$ cat config.mk
export PLATFORM = sky130hd
export DESIGN_NAME = countdown_timer_bcd
export DESIGN_NICKNAME = d
export VERILOG_FILES = /design/src/rtl/countdown_timer_bcd.sv
export SDC_FILE = /design/constraint.sdc
export NUM_CORES = 1
export LEC_CHECK = 0
export CAP_MARGIN = 20
export CORE_MARGIN = 5
export CORE_UTILIZATION = 51
export CTS_CLUSTER_DIAMETER = 40
export DETAILED_ROUTE_END_ITERATION = 7
export GPL_ROUTABILITY_DRIVEN = 0
export PLACE_DENSITY = 0.77
export RECOVER_POWER = 100
export SLEW_MARGIN = 10
export SYNTH_ARGS = -nofsm -noshare
export SYNTH_HDL_FRONTEND = slang
export SYNTH_SLANG_ARGS = --single-unit
export TNS_END_PERCENT = 30
$ cat constraint.sdc
create_clock -name clk_100MHz -period 1.6 [get_ports clk_100MHz]
set_input_delay 0.32 -clock clk_100MHz [delete_from_list [all_inputs] [get_ports clk_100MHz]]
set_output_delay 0.32 -clock clk_100MHz [all_outputs]
set_load 0.05 [all_outputs]
$ cat src/rtl/countdown_timer_bcd.sv
// MM:SS countdown timer with BCD digit outputs and a one-second prescaler.
// Optional alarm latch enabled by defining COUNTDOWN_ALARM_EN.
module countdown_timer_bcd #(
  parameter int TICK_DIV = 100000000
) (
  input  logic       clk_100MHz,
  input  logic       reset,
  input  logic       load,
  input  logic       start_stop,
  input  logic [5:0] preset_min,
  input  logic [5:0] preset_sec,
  output logic [3:0] min_D1,
  output logic [3:0] min_D0,
  output logic [3:0] sec_D1,
  output logic [3:0] sec_D0,
  output logic       running,
  output logic       done,
  output logic       alarm,
  output logic [1:0] state_dbg
);

  localparam int PW = (TICK_DIV > 2) ? $clog2(TICK_DIV) : 1;
  localparam logic [PW-1:0] PRESC_MAX = PW'(TICK_DIV - 1);

  typedef enum logic [1:0] {
    IDLE  = 2'd0,
    RUN   = 2'd1,
    PAUSE = 2'd2,
    DONE  = 2'd3
  } state_t;

  state_t        state;
  state_t        next_state;
  logic [PW-1:0] presc;
  logic          tick;
  logic          all_zero;
  logic          last_sec;
  logic [7:0]    load_min_bcd;
  logic [7:0]    load_sec_bcd;
  logic [3:0]    dec_m1;
  logic [3:0]    dec_m0;
  logic [3:0]    dec_s1;
  logic [3:0]    dec_s0;

  // Clamp a binary 0..63 value to 59 and split it into tens/ones BCD digits.
  function automatic logic [7:0] bin2bcd(input logic [5:0] v);
    logic [5:0] c;
    logic [3:0] t;
    logic [3:0] o;
    c = (v > 6'd59) ? 6'd59 : v;
    if (c >= 6'd50)      t = 4'd5;
    else if (c >= 6'd40) t = 4'd4;
    else if (c >= 6'd30) t = 4'd3;
    else if (c >= 6'd20) t = 4'd2;
    else if (c >= 6'd10) t = 4'd1;
    else                 t = 4'd0;
    o = 4'(c - 6'(t) * 6'd10);
    return {t, o};
  endfunction

  assign load_min_bcd = bin2bcd(preset_min);
  assign load_sec_bcd = bin2bcd(preset_sec);

  assign all_zero = (min_D1 == 4'd0) && (min_D0 == 4'd0) &&
                    (sec_D1 == 4'd0) && (sec_D0 == 4'd0);
  assign last_sec = (min_D1 == 4'd0) && (min_D0 == 4'd0) &&
                    (sec_D1 == 4'd0) && (sec_D0 == 4'd1);

  // One-second decrement with borrow rippling from seconds-ones upward.
  always_comb begin
    dec_m1 = min_D1;
    dec_m0 = min_D0;
    dec_s1 = sec_D1;
    dec_s0 = sec_D0;
    if (sec_D0 != 4'd0) begin
      dec_s0 = sec_D0 - 4'd1;
    end else begin
      dec_s0 = 4'd9;
      if (sec_D1 != 4'd0) begin
        dec_s1 = sec_D1 - 4'd1;
      end else begin
        dec_s1 = 4'd5;
        if (min_D0 != 4'd0) begin
          dec_m0 = min_D0 - 4'd1;
        end else begin
          dec_m0 = 4'd9;
          dec_m1 = (min_D1 != 4'd0) ? (min_D1 - 4'd1) : 4'd0;
        end
      end
    end
  end

  // FSM state register
  always_ff @(posedge clk_100MHz or posedge reset) begin
    if (reset) state <= IDLE;
    else       state <= next_state;
  end

  // FSM next-state logic; load overrides everything, including a terminal tick
  always_comb begin
    next_state = state;
    if (load) begin
      next_state = IDLE;
    end else begin
      case (state)
        IDLE:    if (start_stop && !all_zero) next_state = RUN;
        RUN: begin
          if (tick && last_sec)   next_state = DONE;
          else if (start_stop)    next_state = PAUSE;
        end
        PAUSE:   if (start_stop) next_state = RUN;
        DONE:    next_state = DONE;
        default: next_state = IDLE;
      endcase
    end
  end

  // FSM outputs
  always_comb begin
    running   = (state == RUN);
    tick      = (state == RUN) && (presc == PRESC_MAX);
    state_dbg = state;
  end

  // Prescaler: counts in RUN, frozen in PAUSE, cleared otherwise
  always_ff @(posedge clk_100MHz or posedge reset) begin
    if (reset) begin
      presc <= '0;
    end else if (load) begin
      presc <= '0;
    end else begin
      case (state)
        RUN:     presc <= tick ? '0 : presc + 1'b1;
        PAUSE:   presc <= presc;
        default: presc <= '0;
      endcase
    end
  end

  always_ff @(posedge clk_100MHz or posedge reset) begin
    if (reset) begin
      min_D1 <= 4'd0;
      min_D0 <= 4'd0;
      sec_D1 <= 4'd0;
      sec_D0 <= 4'd0;
    end else if (load) begin
      min_D1 <= load_min_bcd[7:4];
      min_D0 <= load_min_bcd[3:0];
      sec_D1 <= load_sec_bcd[7:4];
      sec_D0 <= load_sec_bcd[3:0];
    end else if (tick && !all_zero) begin
      min_D1 <= dec_m1;
      min_D0 <= dec_m0;
      sec_D1 <= dec_s1;
      sec_D0 <= dec_s0;
    end
  end

  // done is high in the first cycle that shows 00:00 in DONE
  always_ff @(posedge clk_100MHz or posedge reset) begin
    if (reset) done <= 1'b0;
    else       done <= !load && tick && last_sec;
  end

`ifdef COUNTDOWN_ALARM_EN
  logic alarm_q;

  always_ff @(posedge clk_100MHz or posedge reset) begin
    if (reset)                              alarm_q <= 1'b0;
    else if (load)                          alarm_q <= 1'b0;
    else if (tick && last_sec)              alarm_q <= 1'b1;
  end

  assign alarm = alarm_q;
`else
  assign alarm = 1'b0;
`endif

endmodule
## Word level (Yosys, flattened, before mapping)

Index checks and enable logic that the tools add are counted.

| operators by class | value |
|---|---|
| equality and inequality tests | 12 |
| muxes and demuxes | 39 |
| reduce and logical (&&, ||, !) cells | 26 |
| magnitude comparators | 12 |
| add/subtract/negate cells | 7 |
| multiply operators | 2 |

Operators by type and width:

| operator | number |
|---|---|
| two-way mux 4 bit | 18 |
| two-way mux 27 bit | 2 |
| one-hot mux 27 bit (2 select lines) | 1 |
| adder 27 x 1 -> 27 bit, second input constant | 1 |
| equality test 27 bit, second input constant | 1 |
| >= comparator 6 x 5 -> 1 bit, second input constant | 4 |
| >= comparator 6 bit, second input constant | 4 |
| two-way mux 2 bit | 9 |
| zero test 4 bit | 4 |
| nonzero test 4 bit | 4 |
| subtractor 4 x 1 -> 4 bit, second input constant | 4 |
| >= comparator 6 x 4 -> 1 bit, second input constant | 2 |
| greater-than comparator 6 bit, second input constant | 2 |
| two-way mux 3 bit | 4 |
| two-way mux 6 bit | 2 |
| logical AND 1 bit | 10 |
| != test 2 bit, second input constant | 4 |
| one-hot mux 2 bit (4 select lines) | 1 |
| subtractor 4 bit | 2 |
| multiplier 3 x 3 -> 3 bit, second input constant | 2 |
| != test 3 bit, second input constant | 2 |
| AND reduction 3 bit | 2 |
| equality test 2 bit, second input constant | 2 |
| equality test 4 x 1 -> 1 bit, second input constant | 1 |
| 8 further kinds | 10 |

| word-level totals | value |
|---|---|
| word-level logic and storage cells | 105 |
| output and inout port bits | 21 |
| flip-flop bits (word level) | 46 |

## Depth between registers and ports, before layout

Gate-level depths: netlist of the first run.

| logic depth | value |
|---|---|
| word-level depth | 11 |
| depth in mapped cells | 9 |

## Least setup slack after synthesis of the first run

Ideal clock, no wire load.

| timing | value |
|---|---|
| kind | flip-flop to flip-flop |
| from | reg state[0] (netlist: state_dbg[0]) |
| to | reg presc[19] |
| arrival | 2421 ps |
| setup slack | -903 ps |
| stages on the path, launching flop included | 7 |
| path through | dfrtp_1 nor2b_1 nand2_1 a21oi_2 buf_2 nand2_1 a31oi_1 |

| on the way | value |
|---|---|
| word-level cells in the longest chain between the ends | 5 |

RTL lines:

| item | RTL line | RTL |
|---|---|---|
| start, declared | 32 | `state_t state;` |
| start signal, assigned | 96 | `else state <= next_state;` |
| equality test 2 x 1 -> 1 bit * | -- |  |
| via running | 16 | `output logic running,` |
| logical AND 1 bit | 121 | `tick = (state == RUN) && (presc == PRESC_MAX);` |
| two-way mux 27 bit | 133 | `RUN: presc <= tick ? '0 : presc + 1'b1;` |
| one-hot mux 27 bit (2 select lines) * | 132 | `case (state)` |
| two-way mux 27 bit * | 129 | `end else if (load) begin` |
| end signal, assigned | 133 |  |
| end signal, assigned | 134 | `PAUSE: presc <= presc;` |
| end, declared | 34 | `logic [PW-1:0] presc;` |

The timed path passes the listed nets; every way through them passes the cells marked *.
A chain may end at the register's enable or synchronous reset.

## Worst setup path in the final report of the first run

| timing | value |
|---|---|
| from | reg min_D0[1] |
| to | reg min_D0[3] |

| on the way | value |
|---|---|
| word-level cells in the longest chain between the ends | 8 |

RTL lines:

| item | RTL line | RTL |
|---|---|---|
| start, declared | 13 | `output logic [3:0] min_D0,` |
| start signal, assigned | 148 | `min_D0 <= load_min_bcd[3:0];` |
| start signal, assigned | 153 | `min_D0 <= dec_m0;` |
| branches (longest 8 deep; another with subtractor 4 x 1 -> 4 bit) | -- |  |

Parallel ways; which one is timed is not known. The select of a mux whose other input is x is not followed.

==> impl_summary.txt, run 1 <==
----------------------------------------------------
[Status]
  Result of the run ... complete, but fails checks
  Violated checks ... setup timing

[Cells and area]
  Area of combinational cells with multiple inputs ... about 2300 µm²
  Final #Nets ... 506
  Most common cell after layout, fill and taps aside ... sky130_fd_sc_hd__buf_4
  Antenna diode count ... 0
  Final Instance Area ... 5040 µm²
  # fillers ... 282
  Sequential cell area ... 1160 µm²
  Share of layout cells above drive strength 1 ... 45.7%
  Final core utilization ... 85.6%
  Commonest cells after routing, fill and taps aside ... sky130_fd_sc_hd__buf_4, sky130_fd_sc_hd__dfrtp_1, sky130_fd_sc_hd__nand2_1
  Layout area overhead ... 63.2%

[Floorplan]
  Number of placement rows ... 28
  Starting utilization of the core area ... 52.4%
  Overall die width ... roughly 90 µm
  Height of the chip ... 87.8 µm
  Floorplan die area ... 7710 µm²
  Count of pins on the block boundary ... 37
  Core ar. ... 5890 µm²

[Clock tree]
  H-tree Lvls ... 2
  CTS tree ... built
  Clock-pin slew reported for the worst setup and hold paths after clock tree synthesis ... 0.09 ns
  Maximum buffer depth of the clock tree ... 2
  Clock network latency to the later pin of the worst-skew pair ... 0.30 ns
  Hold_buf cts ... 0
  TritonCTS buffer count ... 5
  Number of clock sinks ... 46
  CTS Root Cell ... sky130_fd_sc_hd__clkbuf_8

[Synth]
  Post-synthesis cell count ... 338
  Cells taking the most area after synthesis ... sky130_fd_sc_hd__dfrtp_1, sky130_fd_sc_hd__nor2_1, sky130_fd_sc_hd__nand2_1
  Syn Area/Cell ... 9.13 µm²
  Post-synth design cell area ... approximately 3100 µm²
  Dominant register cell in the synthesized netlist ... sky130_fd_sc_hd__dfrtp_1
  Yosys Warn Count ... 0
  Number of nets produced by synthesis ... about 360
  Yosys reg bits ... 46
  Dominant cell type by area after synthesis ... sky130_fd_sc_hd__dfrtp_1
  Share of synthesized registers carrying an async set or reset ... 100%
  Sequential share of the synthesized area ... 37.3%
  Count of flip-flops with a built-in enable after synthesis ... 0
  Yosys top cell area share ... 37.3%
  Synth unique cells ... 70

[Pwr]
  Largest voltage drop on the vdd net ... roughly 0.00054 V
  Lkg Pwr ... 2.19 nW
  Pwr per Cell Area ... 634 nW/µm²

[Setup path]
  Required time worst endpoint ... 1.78 ns
  Critical Path Source Type ... flip-flop
  Critical path class ... flip-flop to flip-flop
  Worst-path fanout max ... 5
  Crit path capture type ... flip-flop
  WP data arrival ... about 2.1 ns

[Timing]
  Slew HR ... 29.8%
  Final Worst Setup Slack ... -0.309 ns
  Measured slew at the worst slew-check pin ... 1.05 ns
  Number of max-slew violations in the final report ... 0
  Unrepaired setup endpoints after global routing ... true
  Post-route clock period utilization ... 119%
  Final worst path period need ... around 1.9 ns
  Final setup skew ... 0.00563 ns
  Final Hold Viols ... 0
  # setup viols final ... 47
  Timing-limited maximum frequency ... 524 MHz

[Route]
  First-pass DRT Iterations ... 5
  Detailed-route DRC error count ... 0
  Total length of routed wires ... 11700 µm
  Drt first-iter violations ... 246
  Routed length per instance ... between 20 and 25 µm
  Via Count ... 3598
  Number of nets still failing antenna checks after routing ... 0
  Per-cell via count in the routed design ... 6.41

[Global routing]
  Global routing usage summed across all routing layers ... 28.6%
  Global route overflow ... 0
  Wire length of the first global-routing pass ... 17300 µm
  Number of global-route vias before repair ... 3724
  Largest net degree at the start of global routing ... 47
  Number of antenna violations at the first check in global routing ... 0

[Placed design]
  IO Port Bufs ... 35
  Minimum setup slack after placement ... -0.940 ns
  Half-perimeter wire length after detailed placement ... 6680 µm
  Cell Area, Placed ... between 4000 and 5000 µm²

[Hold path]
  Hold Path Class ... flip-flop to flip-flop

[Flow run]
  Max-capacitance violation count ... 0

----------------------------------------------------
[synthesized netlist by cell type, types with 3 or more instances]
cell type and number:
sky130_fd_sc_hd__nor4_2 5, sky130_fd_sc_hd__xnor2_1 5, sky130_fd_sc_hd__nor4_1 3, sky130_fd_sc_hd__nand2b_1 7, sky130_fd_sc_hd__mux2i_1 3, sky130_fd_sc_hd__and3_1 4, sky130_fd_sc_hd__nor2_1 35, sky130_fd_sc_hd__o31a_1 3
sky130_fd_sc_hd__dfrtp_1 46, sky130_fd_sc_hd__nor4_4 3, sky130_fd_sc_hd__o21ai_0 15, sky130_fd_sc_hd__nand4_1 10, sky130_fd_sc_hd__o21ai_1 3, sky130_fd_sc_hd__nor3b_1 3, sky130_fd_sc_hd__nand4_2 3, sky130_fd_sc_hd__nand2_1 31
sky130_fd_sc_hd__nor2b_1 6, sky130_fd_sc_hd__clkbuf_1 10, sky130_fd_sc_hd__inv_1 6, sky130_fd_sc_hd__xor2_1 11, sky130_fd_sc_hd__and4_1 5, sky130_fd_sc_hd__o41ai_1 5, sky130_fd_sc_hd__a211oi_1 3, sky130_fd_sc_hd__a22oi_1 3
sky130_fd_sc_hd__buf_2 4, sky130_fd_sc_hd__ha_1 3, sky130_fd_sc_hd__nor3_1 10, sky130_fd_sc_hd__a21oi_1 11, sky130_fd_sc_hd__nand3_1 14, sky130_fd_sc_hd__a31oi_1 10
[registers in the layout, summed over array words and instances (netlist names)]
| register | flops |
|---|---|
| min_D1 | 4 |
| min_D0 | 4 |
| presc | 27 |
| sec_D0 | 4 |
| done | 1 |
| sec_D1 | 4 |
| state_dbg | 2 |
[metrics by stage]
stage | std cells | power (mW) | hold WS [ns] | TNS [ns]
floorplan | 338 | 1.80 | 0.421 | -6.39
global placement | 540 | 2.31 | 0.537 | -12.26
detailed placement | 540 | 2.34 | 0.550 | -15.96
CTS | 558 | 3.13 | 0.370 | -6.17
global route | 561 | 3.31 | 0.610 | -14.02
finish | 561 | 3.19 | 0.578 | -7.97
[cell families after synthesis]
family / synth area share (%)
compound gates: 17.4
xor+xnor: 4.54
fa+ha+maj: 2.51
buf+inv: 2.84
flops: 37.3
mux: 1.70
other cells: 0.121
simple gates: 33.6
[path summary, 6_finish.rpt]
| kind | start | end | slack, ns | depth (start not counted) |
|---|---|---|---|---|
| min | presc[25]$_DFFE_PP0P_ | presc[25]$_DFFE_PP0P_ | 0.58 | 2 |
| max | min_D0[1]$_DFFE_PP0P_ | min_D0[3]$_DFFE_PP0P_ | -0.31 | 6 |
| max in group asynchronous | reset | sec_D0[1]$_DFFE_PP0P_ | 0.10 | 3 |
| min in group asynchronous | reset | presc[11]$_DFFE_PP0P_ | 0.79 | 3 |
| min reg2reg | presc[25]$_DFFE_PP0P_ | presc[25]$_DFFE_PP0P_ | 0.58 | 2 |
| max reg2reg | min_D0[1]$_DFFE_PP0P_ | min_D0[3]$_DFFE_PP0P_ | -0.31 | 6 |
[power breakdown]
| group | total (mW) | leakage (nW) | switching, mW | internal [mW] |
|---|---|---|---|---|
| sequential | 1.28 | 0.599 | 0.0626 | 1.22 |
| combinational | 1.15 | 1.55 | 0.642 | 0.509 |
| clock | 0.761 | 0.0472 | 0.413 | 0.348 |
| total | 3.19 | 2.19 | 1.12 | 2.08 |
[critical path, stage by stage (launching register included)]
cell,delay (ns)
sky130_fd_sc_hd__dfrtp_1,0.44
sky130_fd_sc_hd__clkbuf_2,0.24
sky130_fd_sc_hd__nor3_1,0.32
sky130_fd_sc_hd__nand3_1,0.12
sky130_fd_sc_hd__or3_4,0.41
sky130_fd_sc_hd__a21oi_2,0.18
sky130_fd_sc_hd__a211oi_2,0.09
[layout make-up]
cell class	instances	share of cell area, %
inverter	6	0.447
multi-input combinational	272	44.7
sequential	46	23.0
clock inverter	2	0.248
tap	75	1.86
timing repair buffer	154	28.0
clock buffer	6	1.64
[metal layers]
metal | GRT usage [%] | wire [µm] | up-vias
li1 | - | - | 1574
met1 | 31.0 | 4230 | 1752
met2 | 52.5 | 6070 | 198
met3 | 5.27 | 775 | 74
met4 | 15.3 | 612 | 0
met5 | 0 | 0 | -
[repair_timing]
| action | in CTS | in global routing |
|---|---|---|
| gates resized for setup | 57 | 56 |
| pin swaps | 36 | 22 |
| setup buffers | 10 | 5 |
| cloned | 1 | 0 |
| endpoints found under the setup margin | 47 | 47 |
Note: power is estimated with default switching activity, not from simulation.
==> run 2: changes to the inputs <==
CORE_MARGIN = 2   (was 5)
==> run 2 against run 1 <==
  * The flow still finishes with violations (setup timing)
  * Sequential power barely moved
  * Critical endpoint unchanged
  * Fmax fell by 6.3%
  * Largest cell class unchanged
  * Register-to-register slack got worse by 0.13 ns
  * Die area fell by 13%
  * Combinational power barely moved
  * Final cell count fell by 1.6%
  * Non-clock buffer count fell by 8
  * Global-route usage rose by 2.2 points
  * Clock skew rose by 0.0015 ns
  * Setup slack got worse by 0.13 ns
==> impl_summary.txt, run 2 (synthesis gave the netlist of run 1 again) <==
----------------------------------------------------
[Clock tree]
  CTS Root Cell ... sky130_fd_sc_hd__clkbuf_8
  TritonCTS buffer count ... 5
  Number of clock sinks ... 46
  Clock network latency to the later pin of the worst-skew pair ... 0.30 ns
  Clock-pin slew reported for the worst setup and hold paths after clock tree synthesis ... 0.10 ns
  Maximum buffer depth of the clock tree ... 2
  CTS tree ... built
  H-tree Lvls ... 2

[Route]
  Total length of routed wires ... 11400 µm
  Drt first-iter violations ... 316
  Via Count ... 3494
  Routed length per instance ... 20.7 µm
  First-pass DRT Iterations ... 5
  Per-cell via count in the routed design ... approximately 6.3
  Detailed-route DRC error count ... 0
  Number of nets still failing antenna checks after routing ... 0

[Floorplan]
  Count of pins on the block boundary ... 37
  Overall die width ... 81.8 µm
  Core ar. ... 5890 µm²
  Number of placement rows ... 28
  Starting utilization of the core area ... 52.4%
  Floorplan die area ... 6690 µm²
  Height of the chip ... 81.8 µm

[Setup path]
  WP data arrival ... 2.23 ns
  Required time worst endpoint ... between 1.5 and 2 ns
  Critical Path Source Type ... flip-flop
  Worst-path fanout max ... 7
  Crit path capture type ... flip-flop
  Internal reg-to-reg setup slack ... -0.44 ns
  Critical path class ... flip-flop to flip-flop
  Worst reg-to-reg path cell count ... 6

[Placed design]
  Half-perimeter wire length after detailed placement ... 6410 µm
  IO Port Bufs ... 35
  Minimum setup slack after placement ... -0.941 ns

[Timing]
  Final worst path period need ... between 2 and 2.5 ns
  Final setup skew ... 0.00714 ns
  Worst slack on hold paths ... 0.555 ns
  Final Worst Setup Slack ... -0.438 ns
  Unrepaired setup endpoints after global routing ... true
  Measured slew at the worst slew-check pin ... ~0.65 ns
  Timing-limited maximum frequency ... 491 MHz
  Post-route clock period utilization ... 127%
  # setup viols final ... 47
  Final Hold Viols ... 0
  Slew HR ... 56.9%
  Number of max-slew violations in the final report ... 0

[Hold path]
  Hold Path Class ... input pin to async pin

[Cells and area]
  Most common cell after layout, fill and taps aside ... sky130_fd_sc_hd__buf_4
  Antenna diode count ... 0
  Final #Nets ... 497
  Share of layout cells above drive strength 1 ... 44.7%
  Largest register FFs ... 27
  Top register by number of flip-flops ... presc
  Commonest cells after routing, fill and taps aside ... sky130_fd_sc_hd__buf_4, sky130_fd_sc_hd__dfrtp_1, sky130_fd_sc_hd__nor2_1
  Layout area overhead ... 61.0%

[Global routing]
  Number of antenna violations at the first check in global routing ... 0
  Global route overflow ... 0
  Global routing usage summed across all routing layers ... 30.8%
  Wire length of the first global-routing pass ... 15800 µm
  Largest net degree at the start of global routing ... 23
  Number of global-route vias before repair ... between 3000 and 4000

[Pwr]
  Largest voltage drop on the vdd net ... 0.000498 V
  Lkg Pwr ... around 2.2 nW
  Pwr per Cell Area ... 670 nW/µm²

[Status]
  Violated checks ... setup timing
  Result of the run ... complete, but fails checks

[Flow run]
  Max-capacitance violation count ... 0

----------------------------------------------------
==> run 2: cell types whose count changed in the layout (fill, tap and decap cells not counted), moves of 2 or more <==
cell / change
sky130_fd_sc_hd__buf_2: -2
sky130_fd_sc_hd__buf_4: -3
sky130_fd_sc_hd__buf_6: -4
sky130_fd_sc_hd__clkbuf_2: -3
sky130_fd_sc_hd__clkdlybuf4s15_2: +4
sky130_fd_sc_hd__dfrtp_1: -2
sky130_fd_sc_hd__dfrtp_2: +2
sky130_fd_sc_hd__nand3_4: -2
sky130_fd_sc_hd__nor2_1: +3
sky130_fd_sc_hd__nor2_2: -3
sky130_fd_sc_hd__nor3_2: -2
sky130_fd_sc_hd__nor3_4: +2
sky130_fd_sc_hd__o41ai_2: +2
sky130_fd_sc_hd__o41ai_4: -3
==> run 2: routing by layer <==
metal  track usage [%]  vias up  routed length [µm]
li1                  -     1547                   -
met2              55.9      186                5940
met1              37.2     1712                4430
met4              10.7        0                 441
met5                 0        -                   0
met3              4.07       49                 588
==> run 2: metrics by stage <==
stage	instance area [µm²]	power, mW	TNS [ns]	std cells	utilization (%)
2_1_floorplan	3140	1.80	-6.39	338	-
3_3_place_gp	4460	2.30	-11.18	532	75.8
3_5_place_dp	4460	2.32	-14.11	532	75.8
4_1_cts	4840	3.25	-6.21	548	82.2
5_1_grt	4970	3.43	-12.86	552	84.4
6_report	4970	3.33	-9.28	552	84.4
==> run 2: final timing paths <==
path                                       start                    end
min                                        reset  sec_D1[1]$_DFFE_PP0P_
max                        min_D0[0]$_DFFE_PP0P_  min_D0[3]$_DFFE_PP0P_
min in group clk_100MHz    presc[22]$_DFFE_PP0P_  presc[22]$_DFFE_PP0P_
max reg2reg                min_D0[0]$_DFFE_PP0P_  min_D0[3]$_DFFE_PP0P_
max in group asynchronous                  reset   presc[5]$_DFFE_PP0P_
min reg2reg                presc[22]$_DFFE_PP0P_  presc[22]$_DFFE_PP0P_
==> run 2: worst max-delay path, cell delays in order, from the launching register on <==
cell	delay, ns
sky130_fd_sc_hd__dfrtp_1	0.44
sky130_fd_sc_hd__clkbuf_2	0.22
sky130_fd_sc_hd__nor3_1	0.44
sky130_fd_sc_hd__nand3_1	0.17
sky130_fd_sc_hd__or3_4	0.44
sky130_fd_sc_hd__a21oi_4	0.14
sky130_fd_sc_hd__a211oi_2	0.08
==> run 2: area by class of cell <==
class                   instances  area [µm²]
clock buffers                   5        68.8
clock inverters                 3        45.0
fillers                       311         916
inverters                       6        22.5
multi-input cells             271        2230
flip-flops and latches         46        1160
well taps                      75        93.8
repair buffers                146        1350
==> run 2: power by group <==
part / switching, mW / total (mW) / internal (mW)
sequential: 0.0610 / 1.28 / 1.22
clock: 0.448 / 0.914 / 0.466
combinational: 0.633 / 1.14 / 0.502
total: 1.14 / 3.33 / 2.19
==> run 2: what timing repair did <==
action / 4_1_cts / 5_1_grt
gates resized for setup: 61 / 38
pin swaps: 19 / 23
buffers inserted: 8 / 4
hold buffers: 0 / 0
endpoints found under the setup margin: 47 / 47
==> run 3: changes to the inputs <==
MAX_ROUTING_LAYER = met4   (was not set)
==> run 3 against run 2 <==
  * The run still ends with setup timing left
  * Clock-buffer cell count is the same
  * Die area is the same
  * Critical path depth shrank 1
  * Global-route usage grew 0.79 points
  * Fmax grew 1.5%
  * Clock power grew 2%
  * Final area grew 0.23%
  * Sequential power is essentially flat
  * Wire length grew 0.87%
  * Worst hold slack lost 0.0056 ns
  * Setup slack gained 0.030 ns
  * Register-to-register slack gained 0.03 ns
  * Largest cell class unchanged
==> impl_summary.txt, run 3 (synthesis gave the netlist of run 1 again) <==
----------------------------------------------------
[Status]
  Result of the run ... complete, but fails checks
  Violated checks ... setup timing

[Placed design]
  Half-perimeter wire length after detailed placement ... 6410 µm
  IO Port Bufs ... 35
  Placed cell count ... 532

[Pwr]
  Lkg Pwr ... 2.17 nW
  Pwr per Cell Area ... 674 nW/µm²
  Largest voltage drop on the vdd net ... 0.000492 V

[Timing]
  Final setup skew ... 0.0167 ns
  Measured slew at the worst slew-check pin ... 0.693 ns
  Final worst path period need ... 2.01 ns
  Slew HR ... 53.8%
  Final Hold Viols ... 0
  Final TNS setup ... -9.08 ns
  Final Worst Setup Slack ... -0.408 ns
  # setup viols final ... 47
  Number of max-slew violations in the final report ... 0
  Post-route clock period utilization ... 125%
  Timing-limited maximum frequency ... between 400 and 500 MHz
  Unrepaired setup endpoints after global routing ... true

[Global routing]
  Number of antenna violations at the first check in global routing ... 0
  Most used routing layer in global routing ... met2
  Global routing usage summed across all routing layers ... 31.6%
  GR Layer Usage met3 ... 3.74%
  Wire length of the first global-routing pass ... about 16000 µm
  Global route overflow ... 0
  Number of global-route vias before repair ... approximately 3400
  Met2 Track Usage GR ... a little under three fifths
  Global-route track usage on met1 ... 37.1%
  Largest net degree at the start of global routing ... 23

[Setup path]
  First element of the critical path ... presc[11]$_DFFE_PP0P_
  Crit path capture type ... flip-flop
  Startpoint of the worst register-to-register path ... presc[11]$_DFFE_PP0P_
  Delay of the slowest critical-path stage ... 0.43 ns
  Cells along the critical path ... nor4b_4 -> and4_4 -> nand3_4 -> o41ai_1 -> a31oi_1
  Required time worst endpoint ... 1.79 ns
  Worst reg-to-reg path cell count ... 5
  Critical path class ... flip-flop to flip-flop
  Sum of buffers and inverters on the critical path ... 0
  Critical Path Source Type ... flip-flop
  WP data arrival ... between 2 and 2.5 ns
  Worst-path fanout max ... 7
  Cell with the largest stage delay on the worst path ... sky130_fd_sc_hd__o41ai_1
  Number of cells on the critical path ... 5
  Kind of cell adding the most delay to the critical path ... simple AND/OR/NAND/NOR gates

[Floorplan]
  Overall die width ... ~82 µm
  Floorplan die area ... 6690 µm²
  Starting utilization of the core area ... a little over half
  Height of the chip ... 81.8 µm
  Count of pins on the block boundary ... 37
  Core ar. ... 5890 µm²
  Number of placement rows ... 28

[Cells and area]
  Final #Nets ... 498
  Layout area overhead ... 61.4%
  Commonest cells after routing, fill and taps aside ... sky130_fd_sc_hd__buf_4, sky130_fd_sc_hd__dfrtp_1, sky130_fd_sc_hd__nor2_1
  Share of layout cells above drive strength 1 ... between 40% and 50%
  Final standard cell count with taps included and fillers excluded ... between 500 and 600
  Top register by number of flip-flops ... presc
  # fillers ... 303
  Antenna diode count ... 0
  Largest register FFs ... 27
  Most common cell after layout, fill and taps aside ... sky130_fd_sc_hd__buf_4

[Clock tree]
  Clock network latency to the later pin of the worst-skew pair ... 0.32 ns
  Maximum buffer depth of the clock tree ... 2
  H-tree Lvls ... 2
  TritonCTS buffer count ... 5
  CTS Root Cell ... sky130_fd_sc_hd__clkbuf_8
  CTS tree ... built
  Number of clock sinks ... 46
  Clock-pin slew reported for the worst setup and hold paths after clock tree synthesis ... 0.11 ns

[Route]
  Total length of routed wires ... 11500 µm
  Drt first-iter violations ... 313
  Via Count ... between 3000 and 4000
  Routed length per instance ... 20.8 µm
  Number of nets still failing antenna checks after routing ... 0
  First-pass DRT Iterations ... 5
  Per-cell via count in the routed design ... between 6 and 7
  Detailed-route DRC error count ... 0

[Hold path]
  Hold Path Class ... input pin to async pin

[Flow run]
  Max-capacitance violation count ... 0

----------------------------------------------------
[run 3: cell count changes in the layout (fill, tap and decap cells not counted), sizes merged]
cell    change
clkbuf      -5
buf         +6
[run 3: metal layers]
metal,wire [µm],share of wire (%)
met1,4460,39
met5,0,0
met2,5770,50
met4,507,4.4
met3,758,6.6
[run 3: worst paths after layout]
kind / endpoint / slack (ns)
worst max-delay path: sec_D0[3]$_DFFE_PP0P_ / -0.41
worst min-delay path: sec_D1[1]$_DFFE_PP0P_ / 0.55
worst max register to register: sec_D0[3]$_DFFE_PP0P_ / -0.41
worst min register to register: presc[25]$_DFFE_PP0P_ / 0.58
max in group asynchronous: presc[5]$_DFFE_PP0P_ / 0.16
min in group clk_100MHz: presc[25]$_DFFE_PP0P_ / 0.58
[run 3: report_power, final]
part / switching [mW] / internal [mW] / total, mW
Clock: 0.466 / 0.466 / 0.932
Sequential: 0.0596 / 1.22 / 1.28
Combinational: 0.637 / 0.513 / 1.15
Total: 1.16 / 2.20 / 3.36
[run 3: through the flow]
step                instance area, µm²  hold WS [ns]  setup WS, ns  power (mW)  util (%)
floorplan                         3140         0.421        -0.349        1.80         -
global placement                  4460         0.546        -0.818        2.30      75.8
detailed placement                4460         0.559        -0.941        2.32      75.8
CTS                               4840         0.315        -0.318        3.25      82.2
global route                      4980         0.598        -0.419        3.47      84.6
finish                            4980         0.549        -0.408        3.36      84.6
[run 3: final cells by class]
class / count / area, µm² / share of cell area [%]
clock inverter: 3 / 45.0 / 0.904
multi-input combinational: 271 / 2220 / 44.6
inverter: 6 / 22.5 / 0.452
timing repair buffer: 147 / 1370 / 27.5
clock buffer: 5 / 68.8 / 1.38
tap: 75 / 93.8 / 1.88
sequential: 46 / 1160 / 23.3
[run 3: timing repair]
item | CTS | global route
buffers inserted | 8 | 5
hold buffers | 0 | 0
gates resized for setup | 61 | 37
setup endpoints to repair | 47 | 47
pin swaps | 19 | 24
[run 3: worst reg2reg max path, cell delays in order (launching register included)]
cell	delay, ns
sky130_fd_sc_hd__dfrtp_1	0.42
sky130_fd_sc_hd__nor4b_4	0.37
sky130_fd_sc_hd__and4_4	0.36
sky130_fd_sc_hd__nand3_4	0.15
sky130_fd_sc_hd__o41ai_1	0.43
sky130_fd_sc_hd__a31oi_1	0.17
